`config.mk`:
```
export PLATFORM = sky130hd
export DESIGN_NAME = pattern_seq_ctrl
export DESIGN_NICKNAME = d
export VERILOG_FILES = /design/src/rtl/pattern_pkg.sv /design/src/rtl/pattern_window.sv /design/src/rtl/pattern_seq_ctrl.sv
export SDC_FILE = /design/constraint.sdc
export NUM_CORES = 1
export LEC_CHECK = 0
export BUFFER_PORTS_ARGS = -buffer_cell sky130_fd_sc_hd__buf_2
export CORE_MARGIN = 2
export CORE_UTILIZATION = 30
export CTS_CLUSTER_SIZE = 40
export DETAILED_ROUTE_END_ITERATION = 8
export SYNTH_ARGS = -nofsm -noshare
export SYNTH_HDL_FRONTEND = slang
export SYNTH_HIERARCHICAL = 1
export SYNTH_SLANG_ARGS = --single-unit
```
`constraint.sdc`:
```
create_clock -name clk -period 3.7 [get_ports clk]
set_input_delay 0.37 -clock clk [delete_from_list [all_inputs] [get_ports clk]]
set_output_delay 0.37 -clock clk [all_outputs]
set_load 0.05 [all_outputs]
```
`src/rtl/pattern_pkg.sv`:
```
// Shared definitions for the programmable serial sequence recogniser.
//   - state_e        : controller FSM encoding (IDLE / RUN)
//   - DEFAULT_*      : default sizing for MAX_LEN and CNT_W
//   - len_mask_bit() : length mask, evaluated one bit position at a time
package pattern_pkg;

  localparam int DEFAULT_MAX_LEN = 8;
  localparam int DEFAULT_CNT_W   = 16;

  typedef enum logic {
    ST_IDLE = 1'b0,
    ST_RUN  = 1'b1
  } state_e;

  // Bit idx of the compare mask for a pattern of length len. Only the low
  // len bits of the window take part in the comparison.
  function automatic logic len_mask_bit(input int unsigned idx, input int unsigned len);
    return idx < len;
  endfunction

endpackage

```
`src/rtl/pattern_window.sv`:
```
// Sliding-window matcher for pattern_seq_ctrl.
// Holds the bit history, the fill counter and the masked comparator.
// Ports:
//   clk, rst     : clock, synchronous active-low reset
//   clear        : zero history and fill (new config accepted)
//   shift_en     : a qualified bit is presented on bit_in this cycle
//   bit_in       : incoming serial bit
//   pattern, len : latched pattern and length (1..MAX_LEN)
//   overlap      : 1 = overlapping matches, 0 = restart window after a match
//   hit          : combinational match on the incoming bit
module pattern_window
  import pattern_pkg::*;
#(
  parameter  int MAX_LEN = DEFAULT_MAX_LEN,
  localparam int LEN_W   = $clog2(MAX_LEN + 1)
) (
  input  logic               clk,
  input  logic               rst,
  input  logic               clear,
  input  logic               shift_en,
  input  logic               bit_in,
  input  logic [MAX_LEN-1:0] pattern,
  input  logic [LEN_W-1:0]   len,
  input  logic               overlap,
  output logic               hit
);

  logic [MAX_LEN-1:0] hist;
  logic [MAX_LEN-1:0] window;
  logic [MAX_LEN-1:0] mask;
  logic [LEN_W-1:0]   fill;
  logic [LEN_W:0]     fill_inc;
  logic               enough;

  // Window as it will look once the incoming bit is shifted in.
  assign window = {hist[MAX_LEN-2:0], bit_in};

  for (genvar i = 0; i < MAX_LEN; i++) begin : g_mask
    assign mask[i] = len_mask_bit(i, 32'(len));
  end

  // fill counts valid history bits; the incoming bit makes it fill+1.
  assign fill_inc = {1'b0, fill} + (LEN_W + 1)'(1);
  assign enough   = fill_inc >= {1'b0, len};
  assign hit      = shift_en && enough && (((window ^ pattern) & mask) == '0);

  // NOTE: sequential state uses non-blocking (<=) so every register samples
  // pre-edge values regardless of statement order.
  always_ff @(posedge clk) begin
    if (!rst) begin
      hist <= '0;
      fill <= '0;
    end else if (clear) begin
      hist <= '0;
      fill <= '0;
    end else if (shift_en) begin
      hist <= window;
      if (hit && !overlap) fill <= '0;     // next match needs len fresh bits
      else if (enough)     fill <= len;    // saturate at len
      else                 fill <= fill_inc[LEN_W-1:0];
    end
  end

endmodule

```
`src/rtl/pattern_seq_ctrl.sv`:
```
// Programmable serial sequence recogniser controller.
// Loads a 1..MAX_LEN bit pattern over a valid/ready handshake, then scans
// the qualified serial stream and reports match pulses and a saturating count.
// Ports:
//   clk, rst                     : clock, synchronous active-low reset
//   cfg_valid / cfg_ready        : config handshake (ready only in IDLE)
//   cfg_pattern, cfg_len,
//   cfg_overlap                  : pattern (bit len-1 received first), length, overlap mode
//   cfg_err                      : one-cycle pulse on an illegal cfg_len offer
//   stop                         : abort RUN, back to IDLE
//   A, A_valid                   : serial bit and its qualifier
//   Y                            : registered one-cycle match pulse
//   match_count                  : matches since last accepted config, saturating
//   busy                         : high while in RUN
module pattern_seq_ctrl
  import pattern_pkg::*;
#(
  parameter  int MAX_LEN = DEFAULT_MAX_LEN,
  parameter  int CNT_W   = DEFAULT_CNT_W,
  localparam int LEN_W   = $clog2(MAX_LEN + 1)
) (
  input  logic               clk,
  input  logic               rst,
  input  logic               cfg_valid,
  output logic               cfg_ready,
  input  logic [MAX_LEN-1:0] cfg_pattern,
  input  logic [LEN_W-1:0]   cfg_len,
  input  logic               cfg_overlap,
  output logic               cfg_err,
  input  logic               stop,
  input  logic               A,
  input  logic               A_valid,
  output logic               Y,
  output logic [CNT_W-1:0]   match_count,
  output logic               busy
);

  state_e             state, state_nx;
  logic [MAX_LEN-1:0] pat_q;
  logic [LEN_W-1:0]   len_q;
  logic               ovl_q;
  logic               cfg_legal, accept, reject, shift_en, hit;

  assign cfg_legal = (cfg_len != '0) && (cfg_len <= LEN_W'(MAX_LEN));
  assign accept    = (state == ST_IDLE) && cfg_valid && cfg_legal;
  assign reject    = (state == ST_IDLE) && cfg_valid && !cfg_legal;
  // stop wins over a simultaneous bit: that bit is dropped entirely.
  assign shift_en  = (state == ST_RUN) && A_valid && !stop;

  // State register
  always_ff @(posedge clk) begin
    if (!rst) state <= ST_IDLE;
    else      state <= state_nx;
  end

  // Next-state logic
  // NOTE: every always_comb output gets a default first, so no path leaves it
  // unassigned and no latch is inferred.
  always_comb begin
    state_nx = state;
    unique case (state)
      ST_IDLE: if (accept) state_nx = ST_RUN;
      ST_RUN:  if (stop)   state_nx = ST_IDLE;
      default: state_nx = ST_IDLE;
    endcase
  end

  // Output logic
  always_comb begin
    cfg_ready = 1'b0;
    busy      = 1'b0;
    unique case (state)
      ST_IDLE: cfg_ready = 1'b1;
      ST_RUN:  busy      = 1'b1;
      default: cfg_ready = 1'b0;
    endcase
  end

  // Config latch, match pulse, cfg_err pulse and saturating counter.
  // NOTE: the config registers are reset along with the control state so the
  // comparator never sees X, even though RUN always follows a fresh load.
  always_ff @(posedge clk) begin
    if (!rst) begin
      pat_q       <= '0;
      len_q       <= '0;
      ovl_q       <= 1'b0;
      Y           <= 1'b0;
      cfg_err     <= 1'b0;
      match_count <= '0;
    end else begin
      Y       <= hit;
      cfg_err <= reject;
      if (accept) begin
        pat_q       <= cfg_pattern;
        len_q       <= cfg_len;
        ovl_q       <= cfg_overlap;
        match_count <= '0;
      end else if (hit && (match_count != '1)) begin
        match_count <= match_count + CNT_W'(1);
      end
    end
  end

  pattern_window #(.MAX_LEN(MAX_LEN)) u_window (
    .clk      (clk),
    .rst      (rst),
    .clear    (accept),
    .shift_en (shift_en),
    .bit_in   (A),
    .pattern  (pat_q),
    .len      (len_q),
    .overlap  (ovl_q),
    .hit      (hit)
  );

endmodule

```
-- Word level (Yosys, flattened, before mapping)
Index checks and enable logic that the tools add are counted.
- bits in registers: 43
- word-level logic and storage cells: 49
- memory bits (writable): 0
- output and inout port bits: 20
- bits in latches: 0
- memory bits (read-only): 0
- memories kept: 0
- input port bits: 19
- order comparisons: 10
- bitwise logic cells: 4
- $mul: 0
- reduce and logical (&&, ||, !) cells: 16
- shift operators: 0
- eq/ne operators: 1
- $add $sub $neg: 2
- divide/modulo/power cells: 0
- mux-type cells: 7
- operators by type and width (cell ; count):
    $add A16 B1 Y16 const B ; 1
    $lt A3 B4 Y1 const A ; 4
    $ne A16 B16 Y1 const B ; 1
    $logic_and A1 B1 Y1 ; 10
    $and A8 B8 Y8 ; 1
    $logic_not A8 Y1 ; 1
    $lt A1 B4 Y1 const A ; 2
    $lt A2 B4 Y1 const A ; 2
    $mux W4 ; 2
    $xor A8 B8 Y8 ; 1
    $add A4 B1 Y5 const B ; 1
    $ge A5 B4 Y1 ; 1
    $le A4 B4 Y1 const B ; 1
    $mux W1 ; 4
    $reduce_bool A4 Y1 ; 1
    $logic_not A1 Y1 ; 3
    $not A1 Y1 ; 2
    $pmux W1 S2 ; 1
    $reduce_or A2 Y1 ; 1

-- Longest topological paths before layout
- depth after elaboration: 6
- depth in mapped cells: 11
- gate-level depth less buffers: 10

-- Cells and area by module
The synthesis kept the hierarchy.
- by module, submodules not included (module ; cells an instance ; times used ; area an instance (um^2) ; seq. area each (um^2)):
    pattern_seq_ctrl ; 171 ; 1 ; 1412.6 ; 640.6
    pattern_window ; 83 ; 1 ; 738.2 ; 220.2

-- Worst setup path before layout
Ideal clock, no wire load.
- path type: register to register
- start: reg state
- end: reg match_count[11]
- buffers on the path: 1
- stages on the path, launching flop included: 11
- period minus slack after synthesis: 2.679 ns
- library setup time: 0.071 ns
- data required time: 3.629 ns
- slack: 1.021 ns
- arrival: 2.609 ns
- path through: dfxtp_1 > nand2b_1 > nor2_1 > o221ai_1 > a2111oi_2 > and3_2 > and3_1 > nand3_1 > clkbuf_1 > or4_1 > a21oi_1
- cells in the longest elaborated chain, start to end: 5
- elaborated cells on any way between the ends: 9
- classes of those cells: bitwise: 1; reduce/logical: 8
- RTL lines (item ; line ; source):
    start: declaration ; pattern_seq_ctrl.sv:38 ; state_e state, state_nx;
    start signal: assignment ; pattern_seq_ctrl.sv:53 ; else state <= state_nx;
    $logic_and A1 B1 Y1 (2 in a row) ; pattern_seq_ctrl.sv:48 ; assign shift_en = (state == ST_RUN) && A_valid && !stop;
    named net shift_en ; pattern_seq_ctrl.sv:42 ; logic cfg_legal, accept, reject, shift_en, hit;
    $logic_and A1 B1 Y1 (2 in a row) ; pattern_window.sv:45 ; assign hit = shift_en && enough && (((window ^ pattern) & mask) == '0);
    named net hit ; pattern_seq_ctrl.sv:42 ;
    $logic_and A1 B1 Y1 ; pattern_seq_ctrl.sv:98 ; end else if (hit && (match_count != '1)) begin
    end signal: assignment ; pattern_seq_ctrl.sv:99 ; match_count <= match_count + CNT_W'(1);
    end: declaration ; pattern_seq_ctrl.sv:34 ; output logic [CNT_W-1:0] match_count,
The timed path passes the listed nets, and every way through them passes these cells.
A chain may end at the register's enable or synchronous reset.

-- Final worst setup path
- start: reg u_window.fill[0]
- end: reg match_count[9]
- cells in the longest elaborated chain, start to end: 5
- RTL lines (item ; line ; source):
    start: declaration ; pattern_window.sv:31 ; logic [LEN_W-1:0] fill;
    start signal: assignment ; pattern_window.sv:59 ; else if (enough) fill <= len;
    start signal: assignment ; pattern_window.sv:60 ; else fill <= fill_inc[LEN_W-1:0];
    $add A4 B1 Y5 ; pattern_window.sv:43 ; assign fill_inc = {1'b0, fill} + (LEN_W + 1)'(1);
    $ge A5 B4 Y1 ; pattern_window.sv:44 ; assign enough = fill_inc >= {1'b0, len};
    $logic_and A1 B1 Y1 (2 in a row) ; pattern_window.sv:45 ;
    named net hit ; pattern_seq_ctrl.sv:42 ;
    $logic_and A1 B1 Y1 ; pattern_seq_ctrl.sv:98 ;
The timed path passes the listed nets, and every way through them passes these cells.

==> flow_metrics.py <==
metrics = {
    "outcome": {
        "outcome": "finished clean",
    },
    "yosys": {
        "synth-async-reset-ratio_pct": 0,
        "ys.flop_type": "dfxtp_1",
        "syn_area_per_cell_um2": 8.47,
        "synth_edf_count": 0,
        "yosys_warnings": 6,
        "yosysUniqueCellTypes": 45,
        "synthCells": 254,
        "synth_nets": 279,
        "ys_ff_latch": 43,
        "synth_area_um2": 2150,
        "synth_seq_area_share_pct": 40.0,
    },
    "clocking": {
        "htree_levels": 2,
        "postCtsSetupBuffers": 0,
        "cts-resized-gates": 0,
        "numCtsBuffers": 5,
        "path_clk_slew_ns": 0.08,
        "cts_tree": "built",
        "clkLatencyLatePin_ns": 0.29,
        "cts-root-buf": "clkbuf_8",
        "cts_hold_buf": 0,
        "cts_sinks": 43,
        "cts_max_path_buffers": 2,
    },
    "sta": {
        "fmax_ghz": 0.336,
        "slew_headroom_pct": 63.6,
        "hold_slack_ns": 0.308,
        "rsz0062_at_grt": "no",
        "worst_pin_slew_ns": 0.540,
        "setup_tns_ns": 0,
        "setup_violations": 0,
        "min_period_ns": 2.97,
        "finalCritPeriodShare_pct": 80.3,
        "finalClockSkew_ns": 0.00362,
        "timing_hold_violations_final": 0,
        "report.final.slew_viol_count": 0,
    },
    "drt": {
        "wl_met2_um": 2250,
        "ant_nets": 0,
        "vias": 1932,
        "top_layer": "met4",
        "routedWlPerCell_um": 12.4,
        "drt_iter0_markers": 66,
        "avgViaCountPerCell": 4.99,
        "drtPass1Iterations": 4,
        "drt_wl_total_um": 4780,
        "met1_length_um": 2280,
        "route.detailed.drc": 0,
        "wl_met3_um": 202,
    },
    "finish": {
        "fillers": 751,
        "num_antenna_cells": 0,
        "instances_no_fill": 387,
        "final_util_pct": 36.5,
        "syn2layout_area_growth_pct": 16.6,
        "final_nets": 316,
        "drive_gt1_share_pct": 18.6,
    },
    "die": {
        "fp-row-count": 30,
        "dieArea_um2": 7860,
        "dieHeight_um": 88.7,
        "initial_core_util_pct": 31.3,
        "boundaryPins": 39,
        "fp.dieW_um": 88.7,
        "core_area_um2": 6870,
    },
    "power_and_ir_drop": {
        "vdd_ir_drop_max_mv": 0.200,
        "p_sw_share_pct": 25.0,
        "pwr-share-clk_pct": 34.5,
        "seq_power_share_pct": 55.4,
        "power.switching_w": 0.000217,
        "intPower_w": 0.000652,
        "power_density_nw_per_um2": 346,
        "power_w": 0.000868,
        "power_frac_comb_pct": 10.1,
        "p_leak_nw": 0.981,
    },
    "placed_design": {
        "gp_congestion": 0.790,
        "dpl.hpwl_um": 3600,
        "io_buffer_count": 38,
        "placedCellCount": 380,
    },
    "critical_path": {
        "crit_type": "reg2reg",
        "crit_fanout": 12,
        "worst_setup_path_end_kind": "flop",
        "required_ns": 3.92,
        "critPathArrivalTime_ns": 3.19,
        "crit_path_start_kind": "flop",
        "ff2ff_path_depth": 10,
    },
    "global_routing": {
        "grt_overflow_total": 0,
        "grt_pass1_wl_um": 8070,
        "grt_max_degree": 17,
        "antenna_found_initial": 0,
        "grt_pass1_vias": 1772,
        "grt.total_usage_pct": 12.9,
    },
    "worst_hold_path": {
        "min-delay-path-class": "in2reg",
        "hold_depth": 3,
    },
    "run": {
        "maxCapViolations": 0,
    },
}
[power by group through the flow]
stage / Combinational (W) / Sequential (W) / Clock [W]
6_report: 0.0000875 / 0.000482 / 0.000299
5_1_grt: 0.0000983 / 0.000483 / 0.000335
4_1_cts: 0.0000881 / 0.000482 / 0.000312
2_1_floorplan: 0.0000576 / 0.000495 / 0
3_3_place_gp: 0.0000872 / 0.000492 / 0
3_5_place_dp: 0.0000880 / 0.000493 / 0
[critical path, stage by stage, from the launching register on]
cell	delay, ns
dfxtp_1	0.35
ha_1	0.23
xor2_1	0.16
ha_1	0.27
o21ai_0	0.09
o21ai_2	0.31
and3_2	0.31
and3_1	0.19
nand3_1	0.29
or4_1	0.55
a21oi_1	0.14
[layout make-up]
cell class | instances | area, um2 | share of cell area, %
Multi-Input combinational cell | 189 | 1190 | 47.4
Sequential cell | 43 | 861 | 34.3
Timing Repair Buffer | 40 | 205 | 8.18
Tap cell | 96 | 120 | 4.79
Clock buffer | 6 | 82.6 | 3.29
Inverter | 12 | 45.0 | 1.80
Clock inverter | 1 | 5.00 | 0.200
[kinds of logic after synthesis]
group	count (synthesis)	share of synthesized area (%)
and+or+nand+nor	98	22.5
AOI/OAI and AO/OA	59	17.9
DFF	43	40.0
buffers and inverters	22	4.71
muxes	14	6.52
xor gates and xnor gates	12	4.89
adders and majority gates	6	3.49
[cell usage after synthesis, drive strengths merged (5+ instances only)]
cell type  count  area [um2]
nand2         36         135
nor3           6        30.0
o21ai          8        43.8
or4            6        45.0
ha             6        75.1
nor2          20        75.1
a21oi         23         115
inv           12        45.0
xnor2          8        70.1
o31ai          6        45.0
and3           5        32.5
nand4          5        31.3
dfxtp         43         861
a211oi         5        37.5
mux2i         14         140
buf            8        48.8
nand3          7        35.0
[per-stage QoR]
| stage | setup slack, ns | instance area [um2] |
|---|---|---|
| after CTS | 0.725 | 2510 |
| final | 0.728 | 2510 |
| after detailed placement | 0.748 | 2420 |
| after floorplan | 1.02 | 2150 |
| after global placement | 0.829 | 2420 |
| after global routing | 0.445 | 2510 |
[flip-flops by register name, summed over array words and instances, names as in the netlist]
register	cells
Y	1
len_q	4
pat_q	8
match_count	16
cfg_err	1
state	1
u_window/fill	4
u_window/hist	7
ovl_q	1
[layout by cell type, fill, tap and decap left out, drive strengths merged, types with 6 or more instances in the layout]
master  count
or4         6
nor3        6
inv        12
ha          6
clkbuf      6
dfxtp      43
nor2       20
buf        40
nand3       7
a21oi      23
xnor2       8
o31ai       6
o21ai       8
mux2i      14
nand2      36
[worst paths after layout]
kind | start | endpoint | slack [ns]
setup / recovery | u_window/fill[0]$_SDFFE_PP0P_ | match_count[9]$_SDFFE_PP0P_ | 0.73
hold / removal | cfg_overlap | ovl_q$_SDFFE_PN0P_ | 0.31
setup reg to reg | u_window/fill[0]$_SDFFE_PP0P_ | match_count[9]$_SDFFE_PP0P_ | 0.73
hold reg to reg | pat_q[4]$_SDFFE_PN0P_ | pat_q[4]$_SDFFE_PN0P_ | 0.47
[routing by layer]
| layer | vias up | track usage (%) |
|---|---|---|
| li1 | 994 | - |
| met1 | 896 | 16.6 |
| met2 | 37 | 21.7 |
| met3 | 5 | 2.89 |
| met4 | 0 | 3.72 |
| met5 | - | 0 |
(Power assumes the default switching activity.)
